<file path="src/rtl/audio_bar_meter.sv">
// -----------------------------------------------------------------------------
// audio_bar_meter
//   Multi-channel audio level meter sitting between the CODEC sample path and
//   the VGA bar renderer. Each accepted sample vector is processed one channel
//   at a time (ABS -> SCALE -> UPDATE), so a single multiplier serves every
//   channel. Bar heights jump up immediately on louder input and fall by
//   DECAY_STEP pixels on every decay tick, which is only applied while IDLE.
//
//   Optional build macro: AUDIO_BAR_PEAK_HOLD_EN
//     defined   : per-channel peak marker with hold counter, decremented on
//                 frame_start once the hold expires, never below the level.
//     undefined : peak mirrors level, no peak/hold registers are built.
//
// Ports
//   CLOCK_50     in   system clock
//   reset        in   synchronous, active-high reset
//   s_valid      in   sample vector valid
//   s_ready      out  meter can accept a vector (high only in IDLE)
//   s_data       in   CHANNELS*DATA_W, channel c at [c*DATA_W +: DATA_W]
//   frame_start  in   one-cycle pulse per VGA frame
//   level        out  CHANNELS*9, bar height of channel c at [c*9 +: 9]
//   level_valid  out  one-cycle pulse once all channels are updated
//   peak         out  CHANNELS*9, peak marker height per channel
//   clipped      out  CHANNELS, sticky full-scale-negative flags
// -----------------------------------------------------------------------------
// state   | meaning
// --------+--------------------------------------------------------------
// IDLE    | ready for a vector; pending decay applied here
// ABS     | magnitude of current channel, clip detection
// SCALE   | magnitude * BAR_H >> (DATA_W-1) into a 9-bit height
// UPDATE  | raise level of current channel, advance or finish
// DONE    | level_valid pulse, back to IDLE
// -----------------------------------------------------------------------------
module audio_bar_meter #(
  parameter int DATA_W     = 24,
  parameter int CHANNELS   = 2,
  parameter int BAR_H      = 480,
  parameter int DECAY_DIV  = 500000,
  parameter int DECAY_STEP = 1,
  parameter int HOLD_TICKS = 32
) (
  input  logic                         CLOCK_50,
  input  logic                         reset,
  input  logic                         s_valid,
  output logic                         s_ready,
  input  logic [CHANNELS*DATA_W-1:0]   s_data,
  input  logic                         frame_start,
  output logic [CHANNELS*9-1:0]        level,
  output logic                         level_valid,
  output logic [CHANNELS*9-1:0]        peak,
  output logic [CHANNELS-1:0]          clipped
);

  localparam int CH_W   = (CHANNELS > 1) ? $clog2(CHANNELS) : 1;
  localparam int CNT_W  = (DECAY_DIV > 1) ? $clog2(DECAY_DIV) : 1;
  localparam int MAG_W  = DATA_W - 1;
  localparam int PROD_W = MAG_W + 10;
  localparam logic [8:0] STEP9 = 9'(DECAY_STEP);

  generate
    if ((CHANNELS < 1) || (BAR_H < 1) || (BAR_H > 512) || (DECAY_DIV < 1) ||
        (DECAY_STEP < 0) || (HOLD_TICKS < 0)) begin : g_param_check
      $error("audio_bar_meter: illegal parameter combination");
    end
  endgenerate

  typedef enum logic [2:0] {
    ST_IDLE,
    ST_ABS,
    ST_SCALE,
    ST_UPDATE,
    ST_DONE
  } state_t;

  state_t                        state_q, state_d;
  logic [CH_W-1:0]               ch_q, ch_d;
  logic [CHANNELS*DATA_W-1:0]    sample_q, sample_d;
  logic [MAG_W-1:0]              mag_q, mag_d;
  logic [8:0]                    h_q, h_d;
  logic [CNT_W-1:0]              cnt_q, cnt_d;
  logic                          pend_q, pend_d;
  logic [CHANNELS-1:0]           clip_q, clip_d;
  logic [8:0]                    level_q [CHANNELS];
  logic [8:0]                    level_d [CHANNELS];

  logic [DATA_W-1:0]             cur_s;
  logic                          cur_is_min;
  logic [MAG_W-1:0]              cur_mag;
  logic [PROD_W-1:0]             prod;
  logic                          tick;
  logic                          decay_now;

  // Current channel sample and its magnitude. The most negative code has no
  // positive counterpart, so it saturates to full scale and flags a clip.
  always_comb begin
    cur_s      = sample_q[ch_q*DATA_W +: DATA_W];
    cur_is_min = (cur_s == {1'b1, {MAG_W{1'b0}}});
    if (cur_is_min) begin
      cur_mag = '1;
    end else if (cur_s[DATA_W-1]) begin
      cur_mag = MAG_W'(-cur_s);
    end else begin
      cur_mag = cur_s[MAG_W-1:0];
    end
  end

  // Shared scaling multiplier; mag < 2^(DATA_W-1) keeps the result < BAR_H.
  assign prod = PROD_W'(mag_q) * PROD_W'(BAR_H);

  // Decay timer: free-running, a wrap raises the pending flag. Ticks that
  // land while busy collapse into one pending decay applied back in IDLE.
  assign tick      = (cnt_q == CNT_W'(DECAY_DIV - 1));
  assign decay_now = (state_q == ST_IDLE) && pend_q;

  always_comb begin
    cnt_d  = tick ? '0 : cnt_q + CNT_W'(1);
    pend_d = tick | (pend_q & ~decay_now);
  end

  // Sequencer
  always_comb begin
    state_d  = state_q;
    ch_d     = ch_q;
    sample_d = sample_q;
    mag_d    = mag_q;
    h_d      = h_q;
    case (state_q)
      ST_IDLE: begin
        if (s_valid) begin
          sample_d = s_data;
          ch_d     = '0;
          state_d  = ST_ABS;
        end
      end
      ST_ABS: begin
        mag_d   = cur_mag;
        state_d = ST_SCALE;
      end
      ST_SCALE: begin
        h_d     = 9'(prod >> MAG_W);
        state_d = ST_UPDATE;
      end
      ST_UPDATE: begin
        if (ch_q == CH_W'(CHANNELS - 1)) begin
          state_d = ST_DONE;
        end else begin
          ch_d    = ch_q + CH_W'(1);
          state_d = ST_ABS;
        end
      end
      ST_DONE: begin
        state_d = ST_IDLE;
      end
      default: begin
        state_d = ST_IDLE;
      end
    endcase
  end

  // Levels: decay only in IDLE, rise only in UPDATE, so the two never collide.
  always_comb begin
    level_d = level_q;
    if (decay_now) begin
      for (int c = 0; c < CHANNELS; c++) begin
        level_d[c] = (level_q[c] >= STEP9) ? (level_q[c] - STEP9) : 9'd0;
      end
    end
    if ((state_q == ST_UPDATE) && (h_q > level_q[ch_q])) begin
      level_d[ch_q] = h_q;
    end
  end

  // Clip flags: frame_start clears, a coincident set takes priority.
  always_comb begin
    clip_d = frame_start ? '0 : clip_q;
    if ((state_q == ST_ABS) && cur_is_min) begin
      clip_d[ch_q] = 1'b1;
    end
  end

  always_ff @(posedge CLOCK_50) begin
    if (reset) begin
      state_q  <= ST_IDLE;
      ch_q     <= '0;
      sample_q <= '0;
      mag_q    <= '0;
      h_q      <= '0;
      cnt_q    <= '0;
      pend_q   <= 1'b0;
      clip_q   <= '0;
      for (int c = 0; c < CHANNELS; c++) begin
        level_q[c] <= '0;
      end
    end else begin
      state_q  <= state_d;
      ch_q     <= ch_d;
      sample_q <= sample_d;
      mag_q    <= mag_d;
      h_q      <= h_d;
      cnt_q    <= cnt_d;
      pend_q   <= pend_d;
      clip_q   <= clip_d;
      level_q  <= level_d;
    end
  end

  assign s_ready     = (state_q == ST_IDLE);
  assign level_valid = (state_q == ST_DONE);
  assign clipped     = clip_q;

  always_comb begin
    level = '0;
    for (int c = 0; c < CHANNELS; c++) begin
      level[c*9 +: 9] = level_q[c];
    end
  end

`ifdef AUDIO_BAR_PEAK_HOLD_EN
  localparam int HOLD_W = (HOLD_TICKS > 0) ? $clog2(HOLD_TICKS + 1) : 1;

  logic [8:0]        peak_q [CHANNELS];
  logic [8:0]        peak_d [CHANNELS];
  logic [HOLD_W-1:0] hold_q [CHANNELS];
  logic [HOLD_W-1:0] hold_d [CHANNELS];

  // A new maximum in UPDATE re-arms the hold and beats a coincident
  // frame_start. Otherwise frame_start first drains the hold, then walks the
  // marker down one pixel per frame until it meets the level.
  always_comb begin
    peak_d = peak_q;
    hold_d = hold_q;
    for (int c = 0; c < CHANNELS; c++) begin
      if ((state_q == ST_UPDATE) && (ch_q == CH_W'(c)) &&
          (level_d[c] > peak_q[c])) begin
        peak_d[c] = level_d[c];
        hold_d[c] = HOLD_W'(HOLD_TICKS);
      end else if (frame_start) begin
        if (hold_q[c] != '0) begin
          hold_d[c] = hold_q[c] - HOLD_W'(1);
        end else if (peak_q[c] > level_q[c]) begin
          peak_d[c] = peak_q[c] - 9'd1;
        end
      end
    end
  end

  always_ff @(posedge CLOCK_50) begin
    if (reset) begin
      for (int c = 0; c < CHANNELS; c++) begin
        peak_q[c] <= '0;
        hold_q[c] <= '0;
      end
    end else begin
      peak_q <= peak_d;
      hold_q <= hold_d;
    end
  end

  always_comb begin
    peak = '0;
    for (int c = 0; c < CHANNELS; c++) begin
      peak[c*9 +: 9] = peak_q[c];
    end
  end
`else
  assign peak = level;
`endif

endmodule

</file>
<file path="config.mk">
export PLATFORM = sky130hd
export DESIGN_NAME = audio_bar_meter
export DESIGN_NICKNAME = d
export VERILOG_FILES = /design/src/rtl/audio_bar_meter.sv
export SDC_FILE = /design/constraint.sdc
export NUM_CORES = 1
export LEC_CHECK = 0
export CORE_MARGIN = 2
export CORE_UTILIZATION = 58
export DETAILED_ROUTE_END_ITERATION = 12
export GPL_ROUTABILITY_DRIVEN = 0
export PLACE_DENSITY = 0.92
export SYNTH_ARGS = -nofsm -noshare
export SYNTH_HDL_FRONTEND = slang
export SYNTH_SLANG_ARGS = --single-unit
</file>
<file path="constraint.sdc">
create_clock -name CLOCK_50 -period 4.2 [get_ports CLOCK_50]
set_clock_uncertainty 0.05 [all_clocks]
set_input_delay 0.42 -clock CLOCK_50 [delete_from_list [all_inputs] [get_ports CLOCK_50]]
set_output_delay 0.42 -clock CLOCK_50 [all_outputs]
set_load 0.02 [all_outputs]
</file>
==> run metrics, run 1 <==
via/cell ratio just under 6; Leak between 0.003 and 0.004 uW; crit-path max cell delay 0.52 ns; layout cells sized above 1 under 10%; largest net degree at the start of global routing around 110; Tcrit/Tclk final between 80% and 90%; CP Data Required Time around 4.5 ns; ys flop type dfxtp_1; f_max 0.273 GHz; Synth Instances about 970; Max IR drop VDD 0.000389 V; final instance area 9620 sq um; synthesized cell area around 8200 sq um; H-Tree Depth 4; post_cts resized 0; vias in the first global route between 7000 and 8000; Global Route met2 Usage 45.6%; first-pass GRT wire length approximately 34000 um; Syn Nets around 1100; row count 43; Cell Chain, Critical Path inv_1 -> fa_1 -> fa_1 -> inv_1 -> ha_1 -> a21o_1 -> a21o_1 -> a211oi_1 -> a31oi_1 -> o41ai_1 -> xor2_1 -> a211oi_1; Diodes inserted 0; drt drc 0; endpoints failing setup 0; Final Net Count 1156; post-synth cell types 66; max-cap violations 0; CTS tree built; Synth area leader dfxtp_1; Commonest cells post-synth nand2_1, dfxtp_1, a21oi_1; clock slew at reported path FFs approximately 0.06 ns; mean post-synth cell area ~8.5 sq um; minimum clock period 3.66 ns; Detailed Place HPWL between 10000 and 15000 um; startpoint types flop; gr busiest metal met2; WL/cell 16.6 um; crit end category flop; drt total wl 20000 um; Worst slew margin around 24%; critical path's slowest cell fa_1; area of the die about 15000 sq um; Post-synth EDFFs 0; setup TNS 0 ns; via count roughly 7200; sequential area share after synthesis a little under a third; Area Overhead vs Synth 17.1%; Total GRT Usage 27.8%; fin. max-slew vios 0; Synth async-reset ratio 0%; DRT iter0 DRCs approximately 630; yosys warns 0; clock tree buffer depth 2; antenna violations before repair 0; WP buf/inv 2; Critical Setup Path Class reg2reg; synth top area cells dfxtp_1, fa_1, ha_1; Pre-Repair DR Iteration Count 5; setup repair bufs after CTS 0; hold violation total from the final report 0; Clk Tree Root Cell clkbuf_16; DIE HEIGHT about 120 um; Port Buf Inserts between 90 and 100; number of synthesized register bits between 100 and 150; Die W about 120 um; hold_buf cts 0; starting density of the core 59.2%; post-place instance area ~9100 sq um; later-pin clock latency in the skew report about 0.43 ns; hold_ws between 0.4 and 0.5 ns; Arr. time, crit path between 3 and 4 ns; most frequent cell after synthesis nand2_1; # IOs 92; P per Cell Area ~460 nW/um^2; antenna viol nets, final 0; status finished, final reports clean; unrepaired setup endpoints after global routing false; CP max FO 5; post-synth top area share a little under a third; total clock sinks around 120; type of the tightest min-delay check reg2reg; pin slew with the least headroom to its limit between 1 and 1.5 ns; CTS buffer count 17; M1 GR Usage a little over a third; GRT overflow 0; Worst path top cell family by delay compound AO/OA/AOI/OAI gates; Core Area ~14000 sq um; met3 GRT Util 6.09%
-- registers in the layout (all words and copies together), names as in the netlist --
signal    cells
level        18
clipped       2
pend_q        1
sample_q     48
state_q       3
h_q           9
mag_q        23
cnt_q        19
ch_q          1
-- per-layer routing --
layer	vias to the layer above	share of wire (%)
met4	0	3.1
met5	-	0
met1	3419	42
li1	3405	-
met2	338	48
met3	60	6.7
-- cells in the final DEF (no fill, tap or decap), drive strengths merged, types with 30 or more instances in the layout --
master / count
inv: 77
nand2: 130
o21ai: 39
a21oi: 85
fa: 42
ha: 45
nand3: 30
dfxtp: 124
mux2i: 32
nor2: 75
clkdlybuf4s50: 90
-- layout make-up --
type | instances | area (sq um)
fill | 964 | 4260
multi-input combinational | 703 | 5100
clock buffer | 20 | 457
clock inverter | 12 | 115
timing repair buffer | 96 | 958
sequential | 124 | 2480
tap | 180 | 225
inverter | 75 | 282
-- worst paths after layout --
check,from,to,slack (ns),cells after the start
setup / recovery,mag_q[10],h_q[4],0.54,12
hold / removal,sample_q[16],sample_q[16],0.41,2
setup reg to reg,mag_q[10],h_q[4],0.54,12
hold reg to reg,sample_q[16],sample_q[16],0.41,2
-- worst min-delay path: cells and delay by family (launching register included) --
| kind | cells | cell delay (ns) |
|---|---|---|
| DFF | 1 | 0.30 |
| and+or+nand+nor | 1 | 0.05 |
| AOI/OAI and AO/OA | 1 | 0.05 |
-- kinds of logic after synthesis --
| kind of cell | share of synthesized area (%) |
|---|---|
| buffers and inverters | 7.68 |
| AO/OA/AOI/OAI | 15.6 |
| adder cells (fa/ha/maj) | 17.1 |
| flip-flops | 30.2 |
| XOR/XNOR | 5.65 |
| AND/OR/NAND/NOR | 19.4 |
| multiplexers | 4.36 |
-- per-stage QoR --
step                      setup WS (ns)  instances  utilization [%]  total power [uW]
final                             0.542       1210             69.3              4440
after global routing              0.366       1210             69.3              4710
after CTS                         0.540       1210             69.3              4410
after detailed placement          0.569       1178             65.2              2970
after global placement            0.690       1178             65.2              2880
after floorplan                   0.856        965                -              2610
-- power breakdown --
group	total (uW)	internal (uW)	switching, uW
Sequential	1390	1280	108
Clock	1420	848	574
Combinational	1630	646	980
Note: power is estimated with default switching activity, not from simulation.
==> inputs of run 2 (changes only) <==
CTS_CLUSTER_DIAMETER = 60   (was not set)
==> results of run 2 <==
Final layout, timing and power as in run 1 (identical DEF).
==> inputs of run 3 (changes only) <==
clock period = 4.1 ns   (was 4.2 ns; I/O delays follow)
==> run 3 against run 2 <==
Non-clock buffer count is the same. Sequential power grew 3%. Routed wire length grew 2.2%. Final area grew 0.17%. Sequential share of layout area is essentially flat. Global-route usage grew 0.29 points. Clock power grew 6%. Combinational power grew 6%. First-iteration DRC count grew 3.0%. Via count grew 0.55%. Power grew 4.6%. Critical path type unchanged.
==> run metrics, run 3 (synthesis results as in run 1) <==
status finished, final reports clean; antenna violations before repair 0; Core Area 13900 sq um; Pre-Repair DR Iteration Count 6; crit-path max cell delay between 0.5 and 0.6 ns; hold_ws ~0.41 ns; Top reg by flops sample_q; Cell Chain, Critical Path inv_1 -> fa_1 -> fa_1 -> inv_1 -> ha_1 -> a21o_1 -> a21o_1 -> a211oi_1 -> a31oi_1 -> o41ai_1 -> xor2_1 -> a211oi_1; vias in the first global route between 7000 and 8000; post_cts resized 0; hold violation total from the final report 0; area of the die ~15000 sq um; CTS tree built; row count 43; fin. max-slew vios 0; drt drc 0; Critical Setup Path Class reg2reg; Arr. time, crit path 4.01 ns; f_max 0.268 GHz; Area Overhead vs Synth 17.3%; first-pass GRT wire length about 34000 um; later-pin clock latency in the skew report around 0.43 ns; via/cell ratio 6.01; Port Buf Inserts approximately 90; setup TNS 0 ns; number of flip-flops in the largest register 48; Leak ~0.0039 uW; CP max FO 5; hold_buf cts 0; r2r setup slk 0.37 ns; CTS buffer count 17; Final Net Count 1156; Detailed Place HPWL between 10000 and 15000 um; Worst slew margin between 20 and 30%; DRT iter0 DRCs around 650; CP Data Required Time roughly 4.4 ns; Max IR drop VDD around 0.00028 V; H-Tree Depth 4; GRT overflow 0; layout cells sized above 1 6.32%; DIE HEIGHT between 100 and 150 um; P per Cell Area 482 nW/um^2; WL/cell 16.9 um; largest net degree at the start of global routing roughly 110; unrepaired setup endpoints after global routing false; leading cell types in the layout, fill and taps excluded nand2_1, dfxtp_1, clkdlybuf4s50_1, a21oi_1, inv_1; Total GRT Usage between 20% and 30%; final instance area roughly 9600 sq um; total clock sinks between 100 and 150; pin slew with the least headroom to its limit 1.12 ns; via count 7262; antenna viol nets, final 0; Clk Tree Root Cell clkbuf_16; Diodes inserted 0; most common cell after layout, fill and taps aside nand2_1; # IOs between 90 and 100; clock slew at reported path FFs 0.06 ns; endpoints failing setup 0; startpoint types flop; post-place instance area 9050 sq um; drt total wl a little over 20000 um; type of the tightest min-delay check reg2reg; crit end category flop; clock tree buffer depth 2; critical path's slowest cell fa_1; max-cap violations 0; top flop regs sample_q x48, mag_q x23, cnt_q x19; starting density of the core approximately three fifths; Tcrit/Tclk final around nine tenths; Die W about 120 um; minimum clock period 3.73 ns; setup repair bufs after CTS 0
run 3: final timing paths:
| check | start | to | cells past startpoint |
|---|---|---|---|
| max | mag_q[10] | h_q[4] | 12 |
| min reg2reg | clipped[0] | clipped[0] | 2 |
| min | clipped[0] | clipped[0] | 2 |
| max reg2reg | mag_q[10] | h_q[4] | 12 |
run 3: stage by stage:
| step | total power [uW] | setup WS (ns) | instances | utilization (%) |
|---|---|---|---|---|
| after floorplan | 2670 | 0.756 | 965 | - |
| after global placement | 2950 | 0.597 | 1178 | 65.2 |
| after detailed placement | 3070 | 0.386 | 1178 | 65.2 |
| after CTS | 4620 | 0.401 | 1209 | 69.4 |
| after global routing | 4900 | 0.181 | 1209 | 69.4 |
| final | 4640 | 0.374 | 1209 | 69.4 |
run 3: power by group:
part	internal, uW	switching, uW	leakage, uW
logic	675	1040	0.00257
clock network	940	561	0.000278
registers	1320	110	0.00101
run 3: per-layer routing:
metal,vias up,global-route usage (%),part of all wire (%)
met4,0,12.9,3.4
met2,356,46.9,50
met5,-,0,0
met1,3424,34.5,40
li1,3400,-,-
met3,82,6.27,7.1
run 3: layout make-up:
type	count	area [sq um]
Clock buffer	22	474
Clock inverter	9	114
Fill cell	943	4240
Inverter	75	282
Multi-Input combinational cell	703	5100
Sequential cell	124	2480
Tap cell	180	225
Timing Repair Buffer	96	958
run 3: worst max-delay path: cells and delay by family, from the launching register on:
family | cells | cell delay [ns]
adder cells (fa/ha/maj) | 3 | 1.34
buffers and inverters | 2 | 0.26
AO/OA/AOI/OAI | 6 | 1.58
flip-flops | 1 | 0.29
XOR/XNOR | 1 | 0.11
